## src/rtl/uart_link_supervisor.sv

```systemverilog
// uart_link_supervisor: sends one command byte to each selected submodule link
// in turn and checks the echo. A channel is retried on a wrong echo, a parity
// error or a lost echo, and each channel is reported as passed or failed.
//
// Handshake: a command transfers on a rising clk edge where cmd_valid and
// cmd_ready are both high. cmd_ready is high only in IDLE, so cmd_valid is a
// don't-care at all other times (including the cycle done is high).
module uart_link_supervisor #(
    parameter int N_CH           = 3,
    parameter int STARTUP_CYCLES = 24000000,
    parameter int TIMEOUT_CYCLES = 4800000,
    parameter int MAX_RETRY      = 3
) (
    input  logic              clk,
    input  logic              reset,
    input  logic              cmd_valid,
    output logic              cmd_ready,
    input  logic [7:0]        cmd_byte,
    input  logic [N_CH-1:0]   cmd_mask,
    output logic [7:0]        tx_data,
    output logic [N_CH-1:0]   start_tx,
    input  logic [N_CH-1:0]   tx_busy,
    input  logic [8*N_CH-1:0] rx_data,
    input  logic [N_CH-1:0]   rx_done,
    input  logic [N_CH-1:0]   parity_error,
    output logic [N_CH-1:0]   ch_ok,
    output logic [N_CH-1:0]   ch_fail,
    output logic              done,
    output logic              busy,
    output logic [2:0]        dbg_state
);

    // Zero-valued parameters still get a one-bit counter.
    localparam int SU_W = (STARTUP_CYCLES > 0) ? $clog2(STARTUP_CYCLES + 1) : 1;
    localparam int TO_W = (TIMEOUT_CYCLES > 0) ? $clog2(TIMEOUT_CYCLES + 1) : 1;
    localparam int AT_W = (MAX_RETRY > 0) ? $clog2(MAX_RETRY + 1) : 1;
    // Index can reach N_CH so the "past the last channel" case never wraps.
    localparam int IX_W = $clog2(N_CH + 1);

    // Terminal counts: the count is checked before increment, so the last
    // value seen is (limit - 1) and the state is left on that cycle.
    localparam logic [SU_W-1:0] SU_LAST = SU_W'((STARTUP_CYCLES > 0) ? STARTUP_CYCLES - 1 : 0);
    localparam logic [TO_W-1:0] TO_LAST = TO_W'((TIMEOUT_CYCLES > 0) ? TIMEOUT_CYCLES - 1 : 0);
    localparam logic [AT_W-1:0] AT_MAX  = AT_W'(MAX_RETRY);

    typedef enum logic [2:0] {
        ST_STARTUP   = 3'd0,
        ST_IDLE      = 3'd1,
        ST_SELECT    = 3'd2,
        ST_SEND      = 3'd3,
        ST_WAIT_BUSY = 3'd4,
        ST_WAIT_ECHO = 3'd5,
        ST_FINISH    = 3'd6
    } state_t;

    state_t            state_q, state_d;
    logic [SU_W-1:0]   su_q, su_d;
    logic [TO_W-1:0]   tmo_q, tmo_d;
    logic [AT_W-1:0]   att_q, att_d;
    logic [IX_W-1:0]   idx_q, idx_d;
    logic [N_CH-1:0]   mask_q, mask_d;
    logic [7:0]        tx_data_q, tx_data_d;
    logic [N_CH-1:0]   ok_q, ok_d;
    logic [N_CH-1:0]   fail_q, fail_d;
    logic              seen_q, seen_d;

    logic              sel_busy, sel_done, sel_perr;
    logic [7:0]        sel_rx;
    logic [N_CH-1:0]   cur_onehot;
    logic [N_CH-1:0]   rem;
    logic              attempt_fail;

    // Pick out the current channel's link signals.
    always_comb begin
        sel_busy   = 1'b0;
        sel_done   = 1'b0;
        sel_perr   = 1'b0;
        sel_rx     = 8'h00;
        cur_onehot = '0;
        for (int i = 0; i < N_CH; i++) begin
            if (idx_q == IX_W'(i)) begin
                sel_busy      = tx_busy[i];
                sel_done      = rx_done[i];
                sel_perr      = parity_error[i];
                sel_rx        = rx_data[8*i +: 8];
                cur_onehot[i] = 1'b1;
            end
        end
    end

    // Mask bits from the current index upward; bit 0 is the current channel.
    assign rem = mask_q >> idx_q;

    // State and datapath registers.
    always_ff @(posedge clk or posedge reset) begin
        if (reset) begin
            state_q   <= ST_STARTUP;
            su_q      <= '0;
            tmo_q     <= '0;
            att_q     <= '0;
            idx_q     <= '0;
            mask_q    <= '0;
            tx_data_q <= 8'h00;
            ok_q      <= '0;
            fail_q    <= '0;
            seen_q    <= 1'b0;
        end else begin
            state_q   <= state_d;
            su_q      <= su_d;
            tmo_q     <= tmo_d;
            att_q     <= att_d;
            idx_q     <= idx_d;
            mask_q    <= mask_d;
            tx_data_q <= tx_data_d;
            ok_q      <= ok_d;
            fail_q    <= fail_d;
            seen_q    <= seen_d;
        end
    end

    // Next-state and counter/status updates.
    always_comb begin
        state_d      = state_q;
        su_d         = su_q;
        tmo_d        = tmo_q;
        att_d        = att_q;
        idx_d        = idx_q;
        mask_d       = mask_q;
        tx_data_d    = tx_data_q;
        ok_d         = ok_q;
        fail_d       = fail_q;
        seen_d       = seen_q;
        attempt_fail = 1'b0;

        case (state_q)
            ST_STARTUP: begin
                if (su_q >= SU_LAST) state_d = ST_IDLE;
                else                 su_d    = su_q + SU_W'(1);
            end
            ST_IDLE: begin
                if (cmd_valid) begin
                    tx_data_d = cmd_byte;
                    mask_d    = cmd_mask;
                    ok_d      = '0;
                    fail_d    = '0;
                    idx_d     = '0;
                    state_d   = ST_SELECT;
                end
            end
            ST_SELECT: begin
                // No selected channel left: done (also covers an empty mask).
                if (rem == '0) begin
                    state_d = ST_FINISH;
                end else if (!rem[0]) begin
                    idx_d = idx_q + IX_W'(1);
                end else begin
                    att_d   = '0;
                    state_d = ST_SEND;
                end
            end
            ST_SEND: begin
                tmo_d   = '0;
                seen_d  = 1'b0;
                state_d = ST_WAIT_BUSY;
            end
            ST_WAIT_BUSY: begin
                if (!seen_q) begin
                    // Transmitter must acknowledge with busy within the timeout.
                    if (sel_busy) begin
                        seen_d = 1'b1;
                        tmo_d  = '0;
                    end else if (tmo_q >= TO_LAST) begin
                        attempt_fail = 1'b1;
                    end else begin
                        tmo_d = tmo_q + TO_W'(1);
                    end
                end else if (!sel_busy) begin
                    // Echo timeout starts on the falling edge of busy.
                    tmo_d   = '0;
                    state_d = ST_WAIT_ECHO;
                end
            end
            ST_WAIT_ECHO: begin
                // rx_done is tested first so it wins over a same-cycle timeout.
                if (sel_done) begin
                    if ((sel_rx == tx_data_q) && !sel_perr) begin
                        ok_d    = ok_q | cur_onehot;
                        idx_d   = idx_q + IX_W'(1);
                        state_d = ST_SELECT;
                    end else begin
                        attempt_fail = 1'b1;
                    end
                end else if (tmo_q >= TO_LAST) begin
                    attempt_fail = 1'b1;
                end else begin
                    tmo_d = tmo_q + TO_W'(1);
                end
            end
            ST_FINISH: begin
                state_d = ST_IDLE;
            end
            default: begin
                state_d = ST_STARTUP;
            end
        endcase

        if (attempt_fail) begin
            if (att_q < AT_MAX) begin
                att_d   = att_q + AT_W'(1);
                state_d = ST_SEND;
            end else begin
                fail_d  = fail_q | cur_onehot;
                idx_d   = idx_q + IX_W'(1);
                state_d = ST_SELECT;
            end
        end
    end

    // Outputs decoded from the current state and registers.
    always_comb begin
        cmd_ready = (state_q == ST_IDLE);
        done      = (state_q == ST_FINISH);
        busy      = (state_q == ST_SELECT) || (state_q == ST_SEND) ||
                    (state_q == ST_WAIT_BUSY) || (state_q == ST_WAIT_ECHO);
        start_tx  = (state_q == ST_SEND) ? cur_onehot : '0;
        tx_data   = tx_data_q;
        ch_ok     = ok_q;
        ch_fail   = fail_q;
        dbg_state = state_q;
    end

endmodule
```

## config.mk

```make
export PLATFORM = sky130hd
export DESIGN_NAME = uart_link_supervisor
export DESIGN_NICKNAME = d
export VERILOG_FILES = /design/src/rtl/uart_link_supervisor.sv
export SDC_FILE = /design/constraint.sdc
export NUM_CORES = 1
export LEC_CHECK = 0
export BUFFER_PORTS_ARGS = -buffer_cell sky130_fd_sc_hd__buf_4
export CAP_MARGIN = 20
export CORE_ASPECT_RATIO = 0.75
export CORE_MARGIN = 2
export CORE_UTILIZATION = 50
export CTS_CLUSTER_SIZE = 30
export DETAILED_ROUTE_END_ITERATION = 12
export PLACE_DENSITY = 0.81
export SLEW_MARGIN = 20
export SYNTH_ARGS = -nofsm -noshare
export SYNTH_HDL_FRONTEND = slang
export SYNTH_SLANG_ARGS = --single-unit
```

## constraint.sdc

```tcl
create_clock -name clk -period 4.14 [get_ports clk]
set_clock_uncertainty 0.15 [all_clocks]
set_input_delay 0 -clock clk [delete_from_list [all_inputs] [get_ports clk]]
set_output_delay 0 -clock clk [all_outputs]
set_load 0.05 [all_outputs]
```

==> impl_metrics.json, run 1 <==
{
  "cts_setup_buffers": 0,
  "cts-buffers-inserted": 9,
  "p_sw_uw": 319.0,
  "power.density_nw_per_um2": 278.8,
  "clkPwrFrac": 0.476,
  "clkTransAtPathRegs_ns": 0.06,
  "routabilityCongestion": 0.9119,
  "path_delay_family": "simple AND/OR/NAND/NOR gates",
  "finalMaxSlewViolations": 0,
  "p_leak_nw": 2.458,
  "post_layout_nonfiller_instances": 682,
  "setup_viol": 0,
  "final_hold_viol_count": 0,
  "antenna_left": 0,
  "wire_per_inst_um": 16.42,
  "drt_iter0_drc": 310,
  "start_kind": "register",
  "cts_num_sinks": 73,
  "hp-start": "cmd_valid",
  "pwr-share-seq": 0.472,
  "placed_cells": 654,
  "holdCritPathClass": "input pin to register",
  "crit_type": "register to register",
  "critical_path.endpoint_type": "register",
  "rsz0062_at_grt": "false",
  "cts_resized": 0,
  "synth.net_count": 550,
  "p_int_mw": 1.193,
  "antenna_found_initial": 0,
  "yosysSeqAreaShare": 0.4073,
  "max-vdd-ir-drop_v": 0.0002621,
  "holdPathStages": 5,
  "yosysTopAreaCell": "dfrtp_1",
  "reg2regPathDepth": 9,
  "whs_endpoint": "dbg_state[1]",
  "htree_num_levels": 3,
  "clock_path_buffers": 2,
  "fmax_mhz": 298.1,
  "synth_top_area_share": 0.4073,
  "r2r_end": "idx_q[0]",
  "syn_area_um2": 4486,
  "cp.required_ns": 4.24,
  "dr.pass1.iters": 6,
  "synth.area.top_cells": "dfrtp_1 41%, xnor2_1 9.2%, nand2_1 5.8%",
  "dr_total_vias": 3971,
  "start_util": 0.5216,
  "cts_root_buf": "clkbuf_16",
  "core_um2": 8600,
  "grtUsageTotal": 0.2374,
  "die_x_um": 113.4,
  "crit_slowest_cell": "ha_1",
  "cp.arrival_ns": 3.45,
  "viasPerCell": 5.823,
  "syn2layout_area_growth_pct": 20.89,
  "num_io_pins": 70,
  "port_buffers": 69,
  "clock_latency_ns": 0.33,
  "max_slew_margin": 0.3432,
  "dieArea_um2": 9753,
  "grt_pass1_wl_um": 18320,
  "syn_inst": 497,
  "r2r-start": "idx_q[0]",
  "async_reset_ff_frac": 1.000,
  "yosysWarningCount": 0,
  "final_common_cell": "dfrtp_1",
  "holdBufCountCts": 12,
  "die_h_um": 86.03,
  "setup_tns_ns": 0,
  "fin_crit_sh": 0.8103,
  "placed_area_um2": 5027,
  "drive_above_1_share": 0.1916,
  "routed_wl_um": 11200,
  "nets": 622,
  "switching_share": 0.2109,
  "rows": 29,
  "diodes": 0,
  "fin_area_um2": 5423,
  "post-route-min-period_ns": 3.355,
  "synth_cell_types": 67,
  "cp_cell_sequence": "inv_1 -> ha_1 -> nand2b_1 -> o32ai_1 -> or4b_4 -> or4_4 -> nor3_4 -> a2111oi_1 -> a211oi_2",
  "drc": 0,
  "status": "finished, final reports clean",
  "final_cell_mix": "73 x dfrtp_1, 71 x buf_4, 69 x nand2_1, 47 x xnor2_1, 44 x nor2_1",
  "path_max_fanout": 20,
  "cts_tree": "done",
  "max_stage_delay_ns": 0.55,
  "ys.flop_type": "dfrtp_1",
  "detailed_place_hpwl_um": 8016,
  "synth-edff-count": 0,
  "ys_seq_elements": 73,
  "cp_num_buf_inv": 1,
  "grt_pass1_vias": 3746,
  "worstMarginPinSlew_ns": 0.9851,
  "maxCapViolations": 0,
  "grt_max_degree": 74,
  "syn_area_per_cell_um2": 9.025,
  "grt_overflow_total": 0,
  "combPwrFrac": 0.052,
  "rrSetupSlack_ns": 0.79
}
## cells by family (layout without fill, tap and decap cells)
logic type	Yosys count	after routing	share of synthesized area
and+or+nand+nor	234	234	0.2831
DFF	73	73	0.4073
buffers and inverters	44	121	0.04658
xor gates and xnor gates	54	54	0.1054
adders and majority gates	6	6	0.01674
AOI/OAI and AO/OA	82	82	0.1317
muxes	4	4	0.009205
## through the flow
stage	util	setup WS, ns	hold WS (ns)	total power, mW
global route	0.6306	0.5552	0.03113	1.569
detailed placement	0.5846	0.8506	0.04910	0.7962
CTS	0.6306	0.8252	0.01111	1.526
floorplan	-	1.446	-0.04456	0.7514
finish	0.6306	0.7854	0.01894	1.512
global placement	0.5846	0.9841	0.04317	0.7951
## worst register-to-register path, stage by stage (launching register included)
cell and delay, ns:
dfrtp_1 0.50, inv_1 0.18, ha_1 0.55, nand2b_1 0.24, o32ai_1 0.10, or4b_4 0.54
or4_4 0.45, nor3_4 0.28, a2111oi_1 0.11, a211oi_2 0.17
## how the worst max path moves through the flow
stage / from / endpoint / slack [ns] / depth (start not counted)
after floorplan: idx_q[0] / idx_q[0] / 1.45 / 11
after global placement: idx_q[0] / idx_q[0] / 0.98 / 9
after detailed placement: idx_q[0] / idx_q[0] / 0.85 / 9
after CTS: idx_q[0] / idx_q[0] / 0.83 / 9
after global routing: idx_q[0] / idx_q[0] / 0.56 / 9
final: idx_q[0] / idx_q[0] / 0.79 / 9
## layout make-up
class,instances,area [um2]
Clock buffer,13,260.3
Fill cell,710,3177
Multi-Input combinational cell,380,2450
Tap cell,108,135.1
Timing Repair Buffer,83,653.1
Sequential cell,73,1827
Clock inverter,3,15.01
Inverter,22,82.58
## routing by layer
metal	track usage	share of wire	up-vias
met3	0.05018	0.056	21
met5	0	0	-
li1	-	-	1900
met2	0.3664	0.48	129
met1	0.3347	0.45	1921
met4	0.08204	0.020	0
## flip-flops by register name (all words and copies together), names as in the netlist
register / count
mask_q: 3
idx_q: 2
tx_data: 8
ch_ok: 3
att_q: 2
dbg_state: 3
su_q: 25
tmo_q: 23
ch_fail: 3
seen_q: 1
## power by group through the flow
stage | Clock, mW | Sequential, mW | Combinational [mW]
floorplan | 0 | 0.727 | 0.0248
global placement | 0 | 0.727 | 0.0686
detailed placement | 0 | 0.727 | 0.0697
CTS | 0.733 | 0.714 | 0.0791
global route | 0.769 | 0.713 | 0.0860
finish | 0.720 | 0.714 | 0.0785
## cells in the mapped netlist, drive strengths merged (11+ instances only)
master  number
o21ai       11
dfrtp       73
a21oi       17
buf         14
nor2        44
nand3       25
nand2       69
inv         22
nor4        12
nor3        16
and3        11
xnor2       47
(Power assumes the default switching activity.)
==> inputs of run 2 (changes only) <==
==> constraint.sdc (replaced) <==
create_clock -name clk -period 3.4 [get_ports clk]
set_clock_uncertainty 0.15 [all_clocks]
set_input_delay 0 -clock clk [delete_from_list [all_inputs] [get_ports clk]]
set_output_delay 0 -clock clk [all_outputs]
set_load 0.05 [all_outputs]
==> impl_metrics.json, run 2 (same netlist as run 1, synthesis figures left out) <==
{
  "start_kind": "register",
  "die_h_um": 86.03,
  "holdCritPathClass": "input pin to register",
  "rows": 29,
  "setup_viol": 0,
  "r2r-start": "idx_q[0]",
  "grt_overflow_total": 0,
  "dieArea_um2": 9753,
  "cp.required_ns": 3.47,
  "cp_cell_sequence": "inv_1 -> ha_1 -> buf_4 -> nand2_1 -> o32ai_1 -> or4b_4 -> nor4_1 -> a21o_1 -> a21boi_1 -> a22o_1",
  "p_leak_nw": 2.480,
  "grtUsageTotal": 0.2433,
  "cp.arrival_ns": 3.28,
  "drt_iter0_drc": 252,
  "dr_total_vias": 4009,
  "cts_setup_buffers": 0,
  "clock_latency_ns": 0.34,
  "detailed_place_hpwl_um": 8246,
  "grt_max_degree": 43,
  "power.density_nw_per_um2": 340.3,
  "cts-buffers-inserted": 9,
  "drc": 0,
  "fmax_mhz": 311.9,
  "routed_wl_um": 11400,
  "post-route-min-period_ns": 3.206,
  "hp-start": "cmd_valid",
  "crit_type": "register to register",
  "r2r_end": "ch_fail[1]",
  "rsz0062_at_grt": "false",
  "max_slew_margin": 0.4059,
  "finalMaxSlewViolations": 0,
  "wire_per_inst_um": 16.58,
  "viasPerCell": 5.827,
  "fin_crit_sh": 0.9430,
  "largest_register": "su_q",
  "antenna_found_initial": 0,
  "max-vdd-ir-drop_v": 0.0003315,
  "nets": 628,
  "clock_path_buffers": 2,
  "reg2regPathDepth": 10,
  "start_util": 0.5216,
  "final_common_cell": "buf_4",
  "cts_root_buf": "clkbuf_16",
  "htree_num_levels": 3,
  "num_io_pins": 70,
  "diodes": 0,
  "maxCapViolations": 0,
  "clkTransAtPathRegs_ns": 0.06,
  "critical_path.endpoint_type": "register",
  "setup_tns_ns": 0,
  "dr.pass1.iters": 5,
  "drive_above_1_share": 0.2069,
  "crit_slowest_cell": "dfrtp_1",
  "largest_register_ffs": 25,
  "total_power_mw": 1.865,
  "grt_pass1_wl_um": 18970,
  "whs_endpoint": "dbg_state[1]",
  "status": "finished, final reports clean",
  "max_stage_delay_ns": 0.54,
  "port_buffers": 69,
  "cts_tree": "done",
  "final_hold_viol_count": 0,
  "core_um2": 8600,
  "final_cell_mix": "77 x buf_4, 73 x dfrtp_1, 69 x nand2_1, 47 x xnor2_1, 44 x nor2_1",
  "holdPathStages": 5,
  "rrSetupSlack_ns": 0.19,
  "grt_pass1_vias": 4002,
  "cts_num_sinks": 73,
  "antenna_left": 0,
  "path_max_fanout": 13,
  "worstMarginPinSlew_ns": 0.8899,
  "syn2layout_area_growth_pct": 22.18,
  "cp_num_buf_inv": 2,
  "die_x_um": 113.4,
  "path_delay_family": "simple AND/OR/NAND/NOR gates",
  "routabilityCongestion": 0.8998
}
==> run 2: worst max-delay path by stage <==
stage | start | endpoint | slack [ns] | cells after the start
finish | idx_q[0] | ch_fail[1] | 0.19 | 10
detailed placement | idx_q[1] | ch_fail[1] | 0.17 | 9
CTS | idx_q[1] | ch_fail[1] | 0.18 | 9
floorplan | idx_q[0] | idx_q[0] | 0.71 | 11
global placement | idx_q[0] | idx_q[1] | 0.36 | 9
global route | idx_q[0] | ch_fail[1] | 0.03 | 10
==> run 2: power by group <==
group,switching (mW),leakage (nW),internal [mW]
clock network,0.384,0.135,0.515
logic,0.0431,1.37,0.0543
registers,0,0.980,0.869
==> run 2: per-layer routing <==
layer / GRT usage / wire, um
met3: 0.05866 / 527
met4: 0.07650 / 197
met1: 0.3354 / 5378
met5: 0 / 0
met2: 0.3821 / 5300
==> run 2: timing repair <==
item,4_1_cts,5_1_grt
endpoints found under the setup margin,0,12
resized for setup,0,3
hold buffers,12,0
hold endpoints to repair,51,0
==> run 2: stage by stage <==
step           utilization  hold slack, ns  instances  instance area, um2  worst slack, ns
5_1_grt             0.6373         0.09064        688                5480          0.03358
2_1_floorplan            -        -0.04456        497                4486           0.7061
3_5_place_dp        0.5898         0.04502        660                5072           0.1734
6_report            0.6373         0.01826        688                5480           0.1939
3_3_place_gp        0.5898         0.04385        660                5072           0.3649
4_1_cts             0.6365        0.009065        688                5474           0.1787
==> run 2: final cells by class <==
| cell class | instances | area [um2] |
|---|---|---|
| Sequential cell | 73 | 1827 |
| Tap cell | 108 | 135.1 |
| Clock buffer | 10 | 239.0 |
| Inverter | 22 | 82.58 |
| Multi-Input combinational cell | 380 | 2456 |
| Clock inverter | 6 | 42.54 |
| Fill cell | 678 | 3119 |
| Timing Repair Buffer | 89 | 698.2 |
==> run 2: worst register-to-register path: cells and delay by family (launching register included) <==
family	cells	cell delay [ns]
compound gates	4	0.75
flops	1	0.54
simple gates	3	0.96
fa+ha+maj	1	0.31
buf+inv	2	0.38
